==> config.mk <==
export PLATFORM = sky130hd
export DESIGN_NAME = lcd_list_view_flat
export DESIGN_NICKNAME = d
export VERILOG_FILES = /design/src/rtl/lcd_list_pkg.sv /design/src/rtl/lcd_list_view_if.sv /design/src/rtl/lcd_bin2dec.sv /design/src/rtl/lcd_list_view.sv /design/src/flat_wrapper.sv
export SDC_FILE = /design/constraint.sdc
export NUM_CORES = 1
export LEC_CHECK = 0
export CAP_MARGIN = 40
export CORE_ASPECT_RATIO = 0.5
export CORE_MARGIN = 2
export CORE_UTILIZATION = 40
export CTS_CLUSTER_SIZE = 20
export DETAILED_ROUTE_END_ITERATION = 10
export PLACE_DENSITY = 0.65
export SETUP_SLACK_MARGIN = 0.1
export SYNTH_ARGS = -nofsm -noshare
export SYNTH_HDL_FRONTEND = slang
export SYNTH_SLANG_ARGS = --single-unit
==> constraint.sdc <==
create_clock -name clk -period 11.1 [get_ports clk]
set_clock_uncertainty 0.05 [all_clocks]
set_input_delay 2.22 -clock clk [delete_from_list [all_inputs] [get_ports clk]]
set_output_delay 2.22 -clock clk [all_outputs]
set_load 0.02 [all_outputs]
==> src/rtl/lcd_list_pkg.sv <==
// Shared types and constants for the LCD list-page sequencer: FSM states,
// HD44780-style command bytes, DDRAM line bases and the page header text.
package lcd_list_pkg;

  typedef enum logic [3:0] {
    IDLE, CLR, HDR_POS, HDR_CH, ROW_POS, NM_RD, NM_CAP, NM_WR,
    AIS_POS, P_WR, AIS_RD, AIS_CAP, DIG_WR
  } state_t;

  localparam logic [7:0] CMD_CLEAR     = 8'h01;
  localparam logic [7:0] CMD_SET_DDRAM = 8'h80;
  localparam logic [7:0] HDR_COL       = 8'h04;
  localparam int         HDR_LEN       = 12;

  localparam logic [7:0] ROW_BASE [4] = '{8'h00, 8'h40, 8'h14, 8'h54};

  // "Lista previa"
  localparam logic [7:0] HDR_TEXT [HDR_LEN] = '{
    8'h4C, 8'h69, 8'h73, 8'h74, 8'h61, 8'h20,
    8'h70, 8'h72, 8'h65, 8'h76, 8'h69, 8'h61
  };

  localparam logic [7:0] ASCII_P = 8'h50;
  localparam logic [7:0] ASCII_0 = 8'h30;

  function automatic logic [7:0] ddram_cmd(input logic [1:0] line, input int col);
    return CMD_SET_DDRAM | (ROW_BASE[line] + 8'(col));
  endfunction

endpackage

==> src/rtl/lcd_list_view_if.sv <==
// Memory-read and LCD-transfer signals between the list sequencer (master)
// and the product memory / LCD command-data driver (slave).
interface lcd_list_view_if #(
  parameter int ADDR_W = 8
);
  // mem_rd is a one-cycle strobe; mem_rdata is valid exactly one cycle later.
  // An LCD transfer completes on a cycle with lcd_valid & lcd_ready; while
  // lcd_valid is high and lcd_ready low, lcd_valid/lcd_rs/lcd_data hold stable.
  logic              mem_rd;
  logic [ADDR_W-1:0] mem_addr;
  logic [7:0]        mem_rdata;
  logic              lcd_valid;
  logic              lcd_rs;
  logic [7:0]        lcd_data;
  logic              lcd_ready;

  modport master (
    output mem_rd, mem_addr, lcd_valid, lcd_rs, lcd_data,
    input  mem_rdata, lcd_ready
  );

  modport slave (
    input  mem_rd, mem_addr, lcd_valid, lcd_rs, lcd_data,
    output mem_rdata, lcd_ready
  );
endinterface

==> src/rtl/lcd_bin2dec.sv <==
// Combinational 8-bit binary to three BCD digits, plus the number of digits
// left after leading-zero suppression (1..3).
module lcd_bin2dec (
  input  logic [7:0] bin,
  output logic [3:0] hundreds,
  output logic [3:0] tens,
  output logic [3:0] units,
  output logic [1:0] digits
);
  always_comb begin
    hundreds = 4'(bin / 8'd100);
    tens     = 4'((bin % 8'd100) / 8'd10);
    units    = 4'(bin % 8'd10);
    if (hundreds != 4'd0)  digits = 2'd3;
    else if (tens != 4'd0) digits = 2'd2;
    else                   digits = 2'd1;
  end
endmodule

==> src/rtl/lcd_list_view.sv <==
// List-page sequencer: on refresh/scroll it clears the LCD, writes the header
// and then one product row (name, 'P', decimal aisle) per visible line.
module lcd_list_view
  import lcd_list_pkg::*;
#(
  parameter int ROWS       = 3,
  parameter int NAME_LEN   = 6,
  parameter int REC_STRIDE = 10,
  parameter int BASE_ADDR  = 14,
  parameter int NUM_RECS   = 4,
  parameter int AISLE_OFS  = 7,
  parameter int NAME_COL   = 3,
  parameter int AISLE_COL  = 14,
  parameter int ADDR_W     = 8,
  parameter int WRAP       = 0,
  localparam int IDX_W     = (NUM_RECS > 1) ? $clog2(NUM_RECS) : 1
) (
  input  logic             clk,
  input  logic             rst_n,
  input  logic             refresh,
  input  logic             scroll_down,
  input  logic             scroll_up,
  lcd_list_view_if.master  bus,
  output logic             busy,
  output logic [IDX_W-1:0] top_idx,
  output logic [7:0]       top_aisle,
  output state_t           dbg_state
);
  localparam logic [IDX_W-1:0] MAX_IDX = IDX_W'(NUM_RECS - ROWS);

  state_t      state, state_nxt;
  logic [7:0]  cnt;
  logic [1:0]  row;
  logic [7:0]  cap;
  logic [3:0]  dig_h, dig_t, dig_u, cur_dig;
  logic [1:0]  dig_sel;
  logic        pending;
  logic [3:0]  b2d_h, b2d_t, b2d_u;
  logic [1:0]  b2d_n;
  logic [3:0]  hdr_idx;
  logic        valid, rs, rd, accept;
  logic [7:0]  data;
  logic        start, go_down, go_up, can_down, can_up, launch;

  lcd_bin2dec u_b2d (
    .bin      (bus.mem_rdata),
    .hundreds (b2d_h),
    .tens     (b2d_t),
    .units    (b2d_u),
    .digits   (b2d_n)
  );

  assign start    = refresh | pending;
  assign go_down  = scroll_down & ~scroll_up;
  assign go_up    = scroll_up & ~scroll_down;
  assign can_down = (top_idx < MAX_IDX) || (WRAP != 0);
  assign can_up   = (top_idx != '0) || (WRAP != 0);
  assign launch   = start | (go_down & can_down) | (go_up & can_up);
  assign accept   = valid & bus.lcd_ready;
  assign hdr_idx  = (cnt < 8'(HDR_LEN)) ? cnt[3:0] : 4'd0;
  assign cur_dig  = (dig_sel == 2'd0) ? dig_h : (dig_sel == 2'd1) ? dig_t : dig_u;

  always_comb begin
    state_nxt = state;
    valid     = 1'b0;
    rs        = 1'b0;
    data      = 8'h00;
    rd        = 1'b0;
    case (state)
      IDLE:    if (launch) state_nxt = CLR;
      CLR: begin
        valid = 1'b1;
        data  = CMD_CLEAR;
        if (bus.lcd_ready) state_nxt = HDR_POS;
      end
      HDR_POS: begin
        valid = 1'b1;
        data  = CMD_SET_DDRAM | HDR_COL;
        if (bus.lcd_ready) state_nxt = HDR_CH;
      end
      HDR_CH: begin
        valid = 1'b1;
        rs    = 1'b1;
        data  = HDR_TEXT[hdr_idx];
        if (bus.lcd_ready && cnt == 8'(HDR_LEN - 1)) state_nxt = ROW_POS;
      end
      ROW_POS: begin
        valid = 1'b1;
        data  = ddram_cmd(row + 2'd1, NAME_COL);
        if (bus.lcd_ready) state_nxt = NM_RD;
      end
      NM_RD: begin
        rd        = 1'b1;
        state_nxt = NM_CAP;
      end
      NM_CAP:  state_nxt = NM_WR;
      NM_WR: begin
        valid = 1'b1;
        rs    = 1'b1;
        data  = cap;
        if (bus.lcd_ready)
          state_nxt = (cnt == 8'(NAME_LEN - 1)) ? AIS_POS : NM_RD;
      end
      AIS_POS: begin
        valid = 1'b1;
        data  = ddram_cmd(row + 2'd1, AISLE_COL);
        if (bus.lcd_ready) state_nxt = P_WR;
      end
      P_WR: begin
        valid = 1'b1;
        rs    = 1'b1;
        data  = ASCII_P;
        if (bus.lcd_ready) state_nxt = AIS_RD;
      end
      AIS_RD: begin
        rd        = 1'b1;
        state_nxt = AIS_CAP;
      end
      AIS_CAP: state_nxt = DIG_WR;
      DIG_WR: begin
        valid = 1'b1;
        rs    = 1'b1;
        data  = ASCII_0 + {4'd0, cur_dig};
        if (bus.lcd_ready && dig_sel == 2'd2)
          state_nxt = (row == 2'(ROWS - 1)) ? IDLE : ROW_POS;
      end
      default: state_nxt = IDLE;
    endcase
  end

  always_ff @(posedge clk or negedge rst_n) begin
    if (!rst_n) begin
      state     <= IDLE;
      cnt       <= '0;
      row       <= '0;
      cap       <= '0;
      dig_h     <= '0;
      dig_t     <= '0;
      dig_u     <= '0;
      dig_sel   <= '0;
      pending   <= 1'b0;
      top_idx   <= '0;
      top_aisle <= '0;
    end else begin
      state <= state_nxt;
      if (refresh && state != IDLE) pending <= 1'b1;
      case (state)
        IDLE: begin
          cnt <= '0;
          row <= '0;
          if (start)
            pending <= 1'b0;
          else if (go_down && can_down)
            top_idx <= (top_idx < MAX_IDX) ? top_idx + 1'b1 : '0;
          else if (go_up && can_up)
            top_idx <= (top_idx != '0) ? top_idx - 1'b1 : MAX_IDX;
        end
        HDR_CH, NM_WR: if (accept) cnt <= cnt + 8'd1;
        ROW_POS:       if (accept) cnt <= '0;
        NM_CAP:        cap <= bus.mem_rdata;
        AIS_CAP: begin
          dig_h   <= b2d_h;
          dig_t   <= b2d_t;
          dig_u   <= b2d_u;
          dig_sel <= 2'd3 - b2d_n;
          if (row == 2'd0) top_aisle <= bus.mem_rdata;
        end
        DIG_WR: if (accept) begin
          if (dig_sel == 2'd2) row <= row + 2'd1;
          else                 dig_sel <= dig_sel + 2'd1;
        end
        default: ;
      endcase
    end
  end

  // The aisle read uses a fixed offset; name reads walk cnt across the record.
  assign bus.mem_rd    = rd;
  assign bus.mem_addr  = rd ? ADDR_W'(BASE_ADDR + (int'(top_idx) + int'(row)) * REC_STRIDE
                              + ((state == AIS_RD) ? AISLE_OFS : int'(cnt))) : '0;
  assign bus.lcd_valid = valid;
  assign bus.lcd_rs    = rs;
  assign bus.lcd_data  = data;
  assign busy          = (state != IDLE);
  assign dbg_state     = state;

endmodule

==> src/flat_wrapper.sv <==
// flat-port wrapper written by rule: the top's interface ports become plain ports
module lcd_list_view_flat import lcd_list_pkg::*;
#(
  parameter int ROWS       = 3,
  parameter int NAME_LEN   = 6,
  parameter int REC_STRIDE = 10,
  parameter int BASE_ADDR  = 14,
  parameter int NUM_RECS   = 4,
  parameter int AISLE_OFS  = 7,
  parameter int NAME_COL   = 3,
  parameter int AISLE_COL  = 14,
  parameter int ADDR_W     = 8,
  parameter int WRAP       = 0,
  localparam int IDX_W     = (NUM_RECS > 1) ? $clog2(NUM_RECS) : 1
)
  (clk, rst_n, refresh, scroll_down, scroll_up, busy, top_idx, top_aisle, dbg_state, bus_mem_rd, bus_mem_addr, bus_lcd_valid, bus_lcd_rs, bus_lcd_data, bus_mem_rdata, bus_lcd_ready);
  lcd_list_view_if #(.ADDR_W(ADDR_W)) bus_i ();
  input  logic clk;
  input  logic rst_n;
  input  logic refresh;
  input  logic scroll_down;
  input  logic scroll_up;
  output logic busy;
  output logic [IDX_W-1:0] top_idx;
  output logic [7:0] top_aisle;
  output state_t dbg_state;
  output wire logic [$bits(bus_i.mem_rd)-1:0] bus_mem_rd;
  output wire logic [$bits(bus_i.mem_addr)-1:0] bus_mem_addr;
  output wire logic [$bits(bus_i.lcd_valid)-1:0] bus_lcd_valid;
  output wire logic [$bits(bus_i.lcd_rs)-1:0] bus_lcd_rs;
  output wire logic [$bits(bus_i.lcd_data)-1:0] bus_lcd_data;
  input wire logic [$bits(bus_i.mem_rdata)-1:0] bus_mem_rdata;
  input wire logic [$bits(bus_i.lcd_ready)-1:0] bus_lcd_ready;
  assign bus_mem_rd = bus_i.mem_rd;
  assign bus_mem_addr = bus_i.mem_addr;
  assign bus_lcd_valid = bus_i.lcd_valid;
  assign bus_lcd_rs = bus_i.lcd_rs;
  assign bus_lcd_data = bus_i.lcd_data;
  assign bus_i.mem_rdata = bus_mem_rdata;
  assign bus_i.lcd_ready = bus_lcd_ready;
  lcd_list_view #(.ROWS(ROWS), .NAME_LEN(NAME_LEN), .REC_STRIDE(REC_STRIDE), .BASE_ADDR(BASE_ADDR), .NUM_RECS(NUM_RECS), .AISLE_OFS(AISLE_OFS), .NAME_COL(NAME_COL), .AISLE_COL(AISLE_COL), .ADDR_W(ADDR_W), .WRAP(WRAP)) u_core (.clk(clk), .rst_n(rst_n), .refresh(refresh), .scroll_down(scroll_down), .scroll_up(scroll_up), .bus(bus_i), .busy(busy), .top_idx(top_idx), .top_aisle(top_aisle), .dbg_state(dbg_state));
endmodule
==> flow_metrics.py, run 1 <==
metrics = {
    "outcome": {
        "outcome": "completed",
    },
    "logic_synthesis": {
        "synth_warnings": 0,
        "synth_area_um2": 3975,
        "synth_compound_area_frac": 0.2216,
        "synth_flop_cell": "dfrtp_1",
        "syn_inst": 491,
        "syn_nets": 535,
        "syn_avg_cell_area_um2": 8.096,
        "yosys-top-cells-count": "60 x nand2_1, 45 x dfrtp_1, 43 x nor2_1",
        "yosysMostFrequentCell": "nand2_1",
        "synth_cell_types": 68,
        "synth-simple-area-share": 0.2395,
        "synth_edf_count": 0,
        "synth-seq-cells": 45,
        "synth_top_cell_by_area": "dfrtp_1",
        "synth_mux_area_frac": 0.06547,
        "synth_top_area_share": 0.2833,
        "synth_area_leaders": "dfrtp_1 28%, ha_1 8.8%, nand2_1 5.7%",
        "ys_async_sr_fraction": 1.000,
        "synthAdderAreaFrac": 0.1007,
        "synth_top_family_by_area": "simple AND/OR/NAND/NOR gates",
        "yosysSeqAreaShare": 0.2833,
        "synth_xor_area_frac": 0.03085,
    },
    "die": {
        "die-area_um2": 10800,
        "core_area_um2": 9540,
        "die_w_um": 145.0,
        "num_rows": 25,
        "ios": 48,
        "fp.dieH_um": 74.49,
        "start_util": 0.4167,
    },
    "routing": {
        "firstDrtPassIters": 4,
        "ant_nets": 0,
        "drc_errors": 0,
        "routed_wl_mm": 10.14,
        "wl_per_cell_um": 15.46,
        "drt_iter0_drc": 257,
        "via_per_inst": 5.558,
        "vias": 3646,
    },
    "cts": {
        "clock_path_buffers": 2,
        "cts_made_buffers": 5,
        "cts-htree-levels": 2,
        "clkTransAtPathRegs_ns": 0.06,
        "hold_buffers": 0,
        "cts_root_buffer": "clkbuf_16",
        "clk_latency_ns": 0.29,
        "cts-resized-gates": 0,
        "cts.sinks": 45,
        "post_cts_buffers": 0,
        "cts_tree": "built",
    },
    "global_route": {
        "grt_usage": 0.1973,
        "grt_max_degree": 35,
        "first_global_vias": 3447,
        "met1_usage": 0.2632,
        "grt_busiest_layer": "met2",
        "use_met3": 0.03988,
        "use_met2": 0.3407,
        "grt_pass1_wl_mm": 17.36,
        "globalRouteOverflowTotal": 0,
        "antenna_found_initial": 0,
    },
    "timing": {
        "min_period_over_period": 0.5924,
        "fin_crit_ns": 6.576,
        "holdWs_ns": 0.4319,
        "hold_viol": 0,
        "max_freq_ghz": 0.1521,
        "finalSetupViolations": 0,
        "worst_slack_ns": 4.524,
        "worst_pin_slew_ns": 0.8497,
        "setup_tns_ns": 0,
        "slew_viol_final": 0,
        "slew_headroom": 0.4317,
        "rsz0062_at_grt": "no",
    },
    "critical_path": {
        "crit_fanout": 26,
        "reg2reg_depth": 6,
        "cpMaxStageDelayCell": "dfrtp_1",
        "r2r_slack_ns": 8.48,
        "cp.required_ns": 8.83,
        "path_cells": "nand2_1 > nor3b_1 > nand2b_1 > ha_1 > inv_1 > ha_1 > a21o_1 > a21oi_1 > o21bai_1 > a21oi_1 > xnor2_1 > nor2_1 > clkdlybuf4s50_1",
        "timing.rr.start": "u_core.dbg_state[2]",
        "max_stage_delay_ns": 0.82,
        "path_class": "flip-flop to output pin",
        "path_depth": 13,
        "arrival_ns": 4.31,
        "critical-path-top-delay-family": "simple AND/OR/NAND/NOR gates",
        "worstSetupStartpointType": "flip-flop",
        "cp-end-kind": "output pin",
        "crit_buf_inv": 2,
        "r2r-end": "u_core.dbg_state[1]",
    },
    "min_path": {
        "min_path_type": "flip-flop to flip-flop",
        "hp-start": "u_core.top_aisle[4]",
        "hold_path_depth": 2,
        "min_to": "u_core.top_aisle[4]",
    },
    "placement": {
        "place_ws_ns": 4.869,
        "io_buffers": 47,
        "hpwl_mm": 7.532,
        "gp_congestion": 0.8622,
    },
    "finish": {
        "final_util": 0.4930,
        "drive_above_1_share": 0.07869,
        "antennaDiodeCount": 0,
        "fill_cells": 941,
        "nets": 565,
        "syn2layout_area_growth_pct": 18.32,
    },
    "pwr": {
        "p_per_area_nw_per_um2": 205.7,
        "vdd.ir_drop.worst_uv": 74.04,
        "p_leak_nw": 1.979,
    },
    "run": {
        "drv_cap": 0,
    },
}
## worst reg2reg max path: stages (launching register included)
cell and delay, ns:
dfrtp_1 0.70, clkinv_1 0.40, nor2_1 0.36, a221oi_1 0.21, a32oi_2 0.38, o21ai_0 0.15, a22o_1 0.26
## registers in the layout, indices dropped and copies added (netlist names)
signal and count:
u_core.top_aisle 8, u_core.top_idx 2, u_core.cap 8, u_core.dig_sel 2, u_core.dig_u 4, u_core.pending 1
u_core.dbg_state 4, u_core.dig_h 2, u_core.dig_t 4, u_core.cnt 8, u_core.row 2
## worst max-delay path by stage
stage                         from              end  slack (ns)
2_1_floorplan  u_core.dbg_state[2]  bus_mem_addr[7]        5.67
3_3_place_gp   u_core.dbg_state[3]  bus_mem_addr[7]        4.91
3_5_place_dp   u_core.dbg_state[3]  bus_mem_addr[7]        4.87
4_1_cts        u_core.dbg_state[3]  bus_mem_addr[7]        4.54
5_1_grt        u_core.dbg_state[3]  bus_mem_addr[6]        4.17
6_report       u_core.dbg_state[3]  bus_mem_addr[7]        4.52
## area by class of cell
type                       instances  area, µm²  area share
clock buffer                       5      125.1     0.02660
multi-input combinational        390       2616      0.5563
timing repair buffer              53      553.0      0.1176
inverter                          26      97.59     0.02075
tap                              135      168.9     0.03591
sequential                        45       1126      0.2394
clock inverter                     2      16.27    0.003458
## cells by family (layout without fill, tap and decap cells)
kind of cell    after synthesis  after routing
compound gates              131            131
mux                          24             24
simple gates                190            190
fa+ha+maj                    31             31
buf+inv                      56             86
flops                        45             45
xor+xnor                     14             14
## placed cells by master, fill, tap and decap left out, types with 9 or more instances in the layout
cell type / synthesis / routed
a21oi_1: 31 / 31
a31oi_1: 9 / 9
clkdlybuf4s50_1: 0 / 46
dfrtp_1: 45 / 45
ha_1: 28 / 28
inv_1: 24 / 24
mux2_2: 16 / 16
nand2_1: 60 / 60
nand3_1: 15 / 15
nor2_1: 43 / 43
nor2b_1: 16 / 16
nor3_1: 12 / 12
o21ai_0: 31 / 31
## power breakdown
part	internal (W)	leakage [nW]	total [W]	switching, W
Combinational	0.000257	1.41	0.000552	0.000295
Sequential	0.000206	0.506	0.000270	0.0000641
Clock	0.0000825	0.0659	0.000145	0.0000628
## metal layers
layer	share of wire	up-vias
met1	0.49	1737
met4	0.0090	0
met2	0.47	71
met3	0.037	9
li1	-	1829
met5	0	-
## stage by stage
stage               area [µm²]  instances  power [W]
floorplan                 3975        491  0.0006333
CTS                       4703        656  0.0009739
detailed placement        4562        649  0.0008267
finish                    4703        656  0.0009675
global placement          4482        644  0.0008160
global route              4703        656   0.001049
Power figures use the tool's default switching activity.
==> run 2: changes to the inputs <==
--- a/config.mk
+++ b/config.mk
@@ -11,7 +11,7 @@
 export CORE_UTILIZATION = 40
 export CTS_CLUSTER_SIZE = 20
 export DETAILED_ROUTE_END_ITERATION = 10
-export PLACE_DENSITY = 0.65
+export PLACE_DENSITY = 0.67
 export SETUP_SLACK_MARGIN = 0.1
 export SYNTH_ARGS = -nofsm -noshare
 export SYNTH_HDL_FRONTEND = slang
==> constraint.sdc (replaced) <==
create_clock -name clk -period 5.9 [get_ports clk]
set_clock_uncertainty 0.05 [all_clocks]
set_input_delay 1.18 -clock clk [delete_from_list [all_inputs] [get_ports clk]]
set_output_delay 1.18 -clock clk [all_outputs]
set_load 0.02 [all_outputs]
==> run 2 against run 1 <==
Routed wire length decreased by 4.2%. Count of clock-buffer cells in the layout up 1. Sequential power increased by 79%. Highest routed layer unchanged. Critical path type unchanged. Setup slack got worse by 3.9 ns. Die area unchanged.
==> flow_metrics.py, run 2 (same netlist as run 1, synthesis figures left out) <==
metrics = {
    "cts": {
        "post_cts_buffers": 0,
        "cts_root_buffer": "clkbuf_16",
        "clk_latency_ns": 0.29,
        "cts.sinks": 45,
        "hold_buffers": 0,
        "cts_tree": "built",
        "cts_made_buffers": 5,
        "cts-resized-gates": 0,
        "clkTransAtPathRegs_ns": 0.06,
        "cts-htree-levels": 2,
        "clock_path_buffers": 2,
    },
    "critical_path": {
        "r2r-end": "u_core.dbg_state[3]",
        "path_class": "flip-flop to output pin",
        "cp.required_ns": 4.67,
        "worstSetupStartpointType": "flip-flop",
        "timing.rr.start": "u_core.dbg_state[2]",
        "reg2reg_depth": 6,
        "arrival_ns": 4.09,
        "cp-end-kind": "output pin",
        "crit_fanout": 19,
        "r2r_slack_ns": 3.29,
    },
    "die": {
        "ios": 48,
        "die-area_um2": 10800,
        "fp.dieH_um": 74.49,
        "start_util": 0.4167,
        "num_rows": 25,
        "core_area_um2": 9540,
        "die_w_um": 145.0,
    },
    "min_path": {
        "min_path_type": "flip-flop to flip-flop",
        "hold_path_depth": 2,
        "min_to": "u_core.top_aisle[1]",
        "hp-start": "u_core.top_aisle[1]",
    },
    "routing": {
        "ant_nets": 0,
        "routed_wl_mm": 9.717,
        "wl_per_cell_um": 14.72,
        "drc_errors": 0,
        "drt_iter0_drc": 325,
        "firstDrtPassIters": 4,
        "via_per_inst": 5.570,
        "vias": 3676,
    },
    "timing": {
        "worst_slack_ns": 0.5830,
        "rsz0062_at_grt": "no",
        "setup_tns_ns": 0,
        "slew_headroom": 0.4592,
        "hold_viol": 0,
        "max_freq_ghz": 0.1881,
        "min_period_over_period": 0.9012,
        "worst_pin_slew_ns": 0.8087,
        "finalSetupViolations": 0,
        "slew_viol_final": 0,
        "fin_crit_ns": 5.317,
    },
    "pwr": {
        "p_leak_nw": 2.012,
        "vdd.ir_drop.worst_uv": 139.5,
        "p_per_area_nw_per_um2": 386.8,
    },
    "global_route": {
        "globalRouteOverflowTotal": 0,
        "grt_usage": 0.1840,
        "first_global_vias": 3311,
        "grt_max_degree": 33,
        "antenna_found_initial": 0,
        "grt_pass1_wl_mm": 16.26,
    },
    "finish": {
        "final_cell_mix": "60 x nand2_1, 46 x clkdlybuf4s50_1, 45 x dfrtp_1",
        "regArea_um2": 1126,
        "fill_cells": 971,
        "final_common_cell": "nand2_1",
        "drive_above_1_share": 0.08571,
        "antennaDiodeCount": 0,
        "top_regs": "u_core.cap (8), u_core.cnt (8), u_core.top_aisle (8)",
        "nets": 568,
        "syn2layout_area_growth_pct": 19.58,
        "multi_input_area_um2": 2616,
    },
    "placement": {
        "gp_congestion": 0.8709,
        "hpwl_mm": 7.321,
        "io_buffers": 47,
        "place_ws_ns": 0.9087,
    },
    "run": {
        "drv_cap": 0,
    },
    "outcome": {
        "outcome": "completed",
    },
}
[run 2: cell count changes in the layout (fill, tap and decap cells not counted), sizes merged]
cell and change:
clkinvlp -1, buf +3, inv +1, clkbuf +1
[run 2: worst max-delay path, stage by stage (launching register included)]
cell and delay [ns]:
dfrtp_1 0.71, clkinv_1 0.40, nand2_1 0.22, nor3b_1 0.07, buf_4 0.19, nand2b_1 0.14, ha_1 0.30, inv_1 0.11
ha_1 0.24, a21o_1 0.15, a21oi_1 0.22, o21bai_1 0.09, a21oi_1 0.17, xnor2_1 0.09, nor2_1 0.08, clkdlybuf4s50_1 0.60
[run 2: area by class of cell]
class / count / area share
sequential: 45 / 0.2369
clock buffer: 6 / 0.02922
clock inverter: 2 / 0.003685
inverter: 26 / 0.02053
multi-input combinational: 390 / 0.5504
timing repair buffer: 56 / 0.1237
tap: 135 / 0.03554
[run 2: per-stage QoR]
| stage | area [µm²] | util | instances | hold WS, ns | total power, W |
|---|---|---|---|---|---|
| after floorplan | 3975 | - | 491 | 0.3944 | 0.001191 |
| after global placement | 4504 | 0.4721 | 647 | 0.4108 | 0.001534 |
| after detailed placement | 4597 | 0.4818 | 652 | 0.4128 | 0.001556 |
| after CTS | 4753 | 0.4982 | 660 | 0.4298 | 0.001851 |
| after global routing | 4753 | 0.4982 | 660 | 0.4688 | 0.001982 |
| final | 4753 | 0.4982 | 660 | 0.4280 | 0.001839 |
[run 2: report_power, final]
group          total [W]  internal (W)  switching, W
Sequential      0.000484      0.000388     0.0000965
Combinational    0.00106      0.000491      0.000574
Clock           0.000290      0.000171      0.000119
Total            0.00184       0.00105      0.000790
[run 2: how the worst max path moves through the flow]
stage                     slack, ns         endpoint           startpoint
final                          0.58  bus_mem_addr[7]  u_core.dbg_state[2]
after global routing           0.34  bus_mem_addr[7]  u_core.dbg_state[2]
after CTS                      0.60  bus_mem_addr[7]  u_core.dbg_state[2]
after detailed placement       0.91  bus_mem_addr[7]  u_core.dbg_state[2]
after global placement         1.02  bus_mem_addr[7]  u_core.dbg_state[2]
after floorplan                1.51  bus_mem_addr[7]  u_core.dbg_state[2]
[run 2: per-layer routing]
metal  part of all wire  vias to the layer above  wire length [µm]  global-route usage
met3              0.036                        9               348             0.02147
met4              0.012                        0               112             0.04730
li1                   -                     1842                 -                   -
met2               0.46                       67              4440              0.3101
met1               0.50                     1758              4816              0.2574
met5                  0                        -                 0                   0
==> run 3: changes to the inputs <==
--- a/config.mk
+++ b/config.mk
@@ -12,7 +12,7 @@
 export CTS_CLUSTER_SIZE = 20
 export DETAILED_ROUTE_END_ITERATION = 10
 export PLACE_DENSITY = 0.67
-export SETUP_SLACK_MARGIN = 0.1
 export SYNTH_ARGS = -nofsm -noshare
 export SYNTH_HDL_FRONTEND = slang
 export SYNTH_SLANG_ARGS = --single-unit
+export TNS_END_PERCENT = 20
==> constraint.sdc (replaced) <==
create_clock -name clk -period 5.9 [get_ports clk]
set_clock_uncertainty 0.05 [all_clocks]
set_input_delay 1.18 -clock clk [delete_from_list [all_inputs] [get_ports clk]]
set_output_delay 1.18 -clock clk [all_outputs]
set_load 0.1 [all_outputs]
==> run 3 against run 2 <==
Register-to-register slack lost 0.05 ns. Critical path depth is the same. Setup slack gained 0.20 ns. Combinational power grew 77%. Sequential power grew 5.4%. Die area is the same. Hold slack lost 0.0011 ns. Clock power grew 1%. Routed wire length grew 6.1%. Count of clock-buffer cells in the layout is the same.
==> flow_metrics.py, run 3 (same netlist as run 1, synthesis figures left out) <==
metrics = {
    "outcome": {
        "outcome": "completed",
    },
    "pwr": {
        "seq_power_share": 0.190,
        "vdd.ir_drop.worst_uv": 228.9,
        "p_leak_nw": 2.220,
        "power_frac_clock": 0.109,
        "switching_share": 0.5410,
        "p_per_area_nw_per_um2": 522.6,
        "p_int_w": 0.001234,
        "combPwrFrac": 0.701,
        "finalPower_w": 0.002688,
        "netSwitchingPower_w": 0.001454,
    },
    "cts": {
        "clock_path_buffers": 2,
        "hold_buffers": 0,
        "cts_tree": "built",
        "cts_root_buffer": "clkbuf_16",
        "post_cts_buffers": 0,
        "clk_latency_ns": 0.29,
        "cts-resized-gates": 0,
        "cts-htree-levels": 2,
        "cts_made_buffers": 5,
        "cts.sinks": 45,
        "clkTransAtPathRegs_ns": 0.07,
    },
    "global_route": {
        "antenna_found_initial": 0,
        "grt_usage": 0.1991,
        "first_global_vias": 3517,
        "grt_max_degree": 31,
        "globalRouteOverflowTotal": 0,
        "grt_pass1_wl_mm": 17.39,
    },
    "critical_path": {
        "crit_fanout": 19,
        "arrival_ns": 3.88,
        "path_class": "flip-flop to output pin",
        "cp-end-kind": "output pin",
        "worstSetupStartpointType": "flip-flop",
        "cp.required_ns": 4.67,
    },
    "die": {
        "die-area_um2": 10800,
        "num_rows": 25,
        "start_util": 0.4167,
        "core_area_um2": 9540,
        "fp.dieH_um": 74.49,
        "ios": 48,
        "die_w_um": 145.0,
    },
    "timing": {
        "rsz0062_at_grt": "no",
        "max_freq_ghz": 0.1956,
        "setup_tns_ns": 0,
        "finalSetupViolations": 0,
        "slew_viol_final": 0,
        "hold_viol": 0,
        "fin_crit_ns": 5.113,
        "slew_headroom": 0.4453,
        "min_period_over_period": 0.8667,
        "worst_pin_slew_ns": 0.8294,
        "worst_slack_ns": 0.7867,
    },
    "finish": {
        "syn2layout_area_growth_pct": 29.40,
        "nets": 594,
        "final_util": 0.5391,
        "top_regs": "u_core.cap (8), u_core.cnt (8), u_core.top_aisle (8)",
        "drive_above_1_share": 0.1397,
        "final_common_cell": "nand2_1",
        "fin_area_um2": 5144,
        "antennaDiodeCount": 0,
        "final_cell_mix": "60 x nand2_1, 45 x dfrtp_1, 43 x nor2_1",
    },
    "routing": {
        "wl_per_cell_um": 15.02,
        "routed_wl_mm": 10.31,
        "vias": 3778,
        "ant_nets": 0,
        "drt_iter0_drc": 292,
        "drc_errors": 0,
        "firstDrtPassIters": 5,
        "via_per_inst": 5.507,
    },
    "placement": {
        "place_ws_ns": 1.204,
        "dpl_cell_area_um2": 4987,
        "hpwl_mm": 7.787,
        "gp_congestion": 0.8404,
        "io_buffers": 47,
    },
    "min_path": {
        "min_path_type": "flip-flop to flip-flop",
    },
    "run": {
        "drv_cap": 0,
    },
}
[run 3: final timing paths]
| kind | from | endpoint | slack (ns) | cells past startpoint |
|---|---|---|---|---|
| worst max-delay path | u_core.dbg_state[2] | bus_mem_addr[7] | 0.79 | 15 |
| worst min-delay path | u_core.dig_t[1] | u_core.dig_t[1] | 0.43 | 2 |
| worst max register to register | u_core.dbg_state[2] | u_core.cap[3] | 3.24 | 5 |
| worst min register to register | u_core.dig_t[1] | u_core.dig_t[1] | 0.43 | 2 |
| max in group asynchronous | rst_n | u_core.dbg_state[2] | 4.48 | 2 |
| min in group asynchronous | rst_n | u_core.top_aisle[2] | 0.80 | 1 |
[run 3: area by class of cell]
| class | count | area (µm²) |
|---|---|---|
| timing repair buffer | 82 | 978.4 |
| fill | 858 | 4397 |
| clock inverter | 2 | 17.52 |
| tap | 135 | 168.9 |
| inverter | 26 | 97.59 |
| clock buffer | 6 | 138.9 |
| sequential | 45 | 1126 |
| multi-input combinational | 390 | 2616 |
[run 3: power by group through the flow]
stage / Combinational (W) / Sequential, W / Clock (W)
final: 0.00188 / 0.000510 / 0.000294
after global routing: 0.00199 / 0.000524 / 0.000315
after CTS: 0.00189 / 0.000506 / 0.000301
after detailed placement: 0.00188 / 0.000511 / 0
after global placement: 0.00161 / 0.000509 / 0
after floorplan: 0.00121 / 0.000576 / 0
[run 3: critical path, stage by stage (launching register included)]
cell	delay, ns
dfrtp_1	0.72
clkinv_1	0.42
nand2_1	0.24
nor3b_1	0.08
buf_4	0.19
nand2b_1	0.15
ha_1	0.29
inv_1	0.06
ha_1	0.29
a21o_1	0.18
a21oi_1	0.23
o21bai_1	0.09
a21oi_1	0.18
xnor2_1	0.09
nor2_1	0.09
buf_4	0.29
[run 3: per-stage QoR]
step | hold WS, ns | instances
floorplan | 0.3944 | 491
global placement | 0.4094 | 645
detailed placement | 0.4110 | 678
CTS | 0.4340 | 686
global route | 0.4637 | 686
finish | 0.4269 | 686
[run 3: metal layers]
metal | vias up | track usage | wire (µm)
met5 | - | 0 | 0
met4 | 0 | 0.06711 | 163
met3 | 14 | 0.03006 | 417
met2 | 95 | 0.3397 | 4714
met1 | 1776 | 0.2662 | 5012
li1 | 1893 | - | -
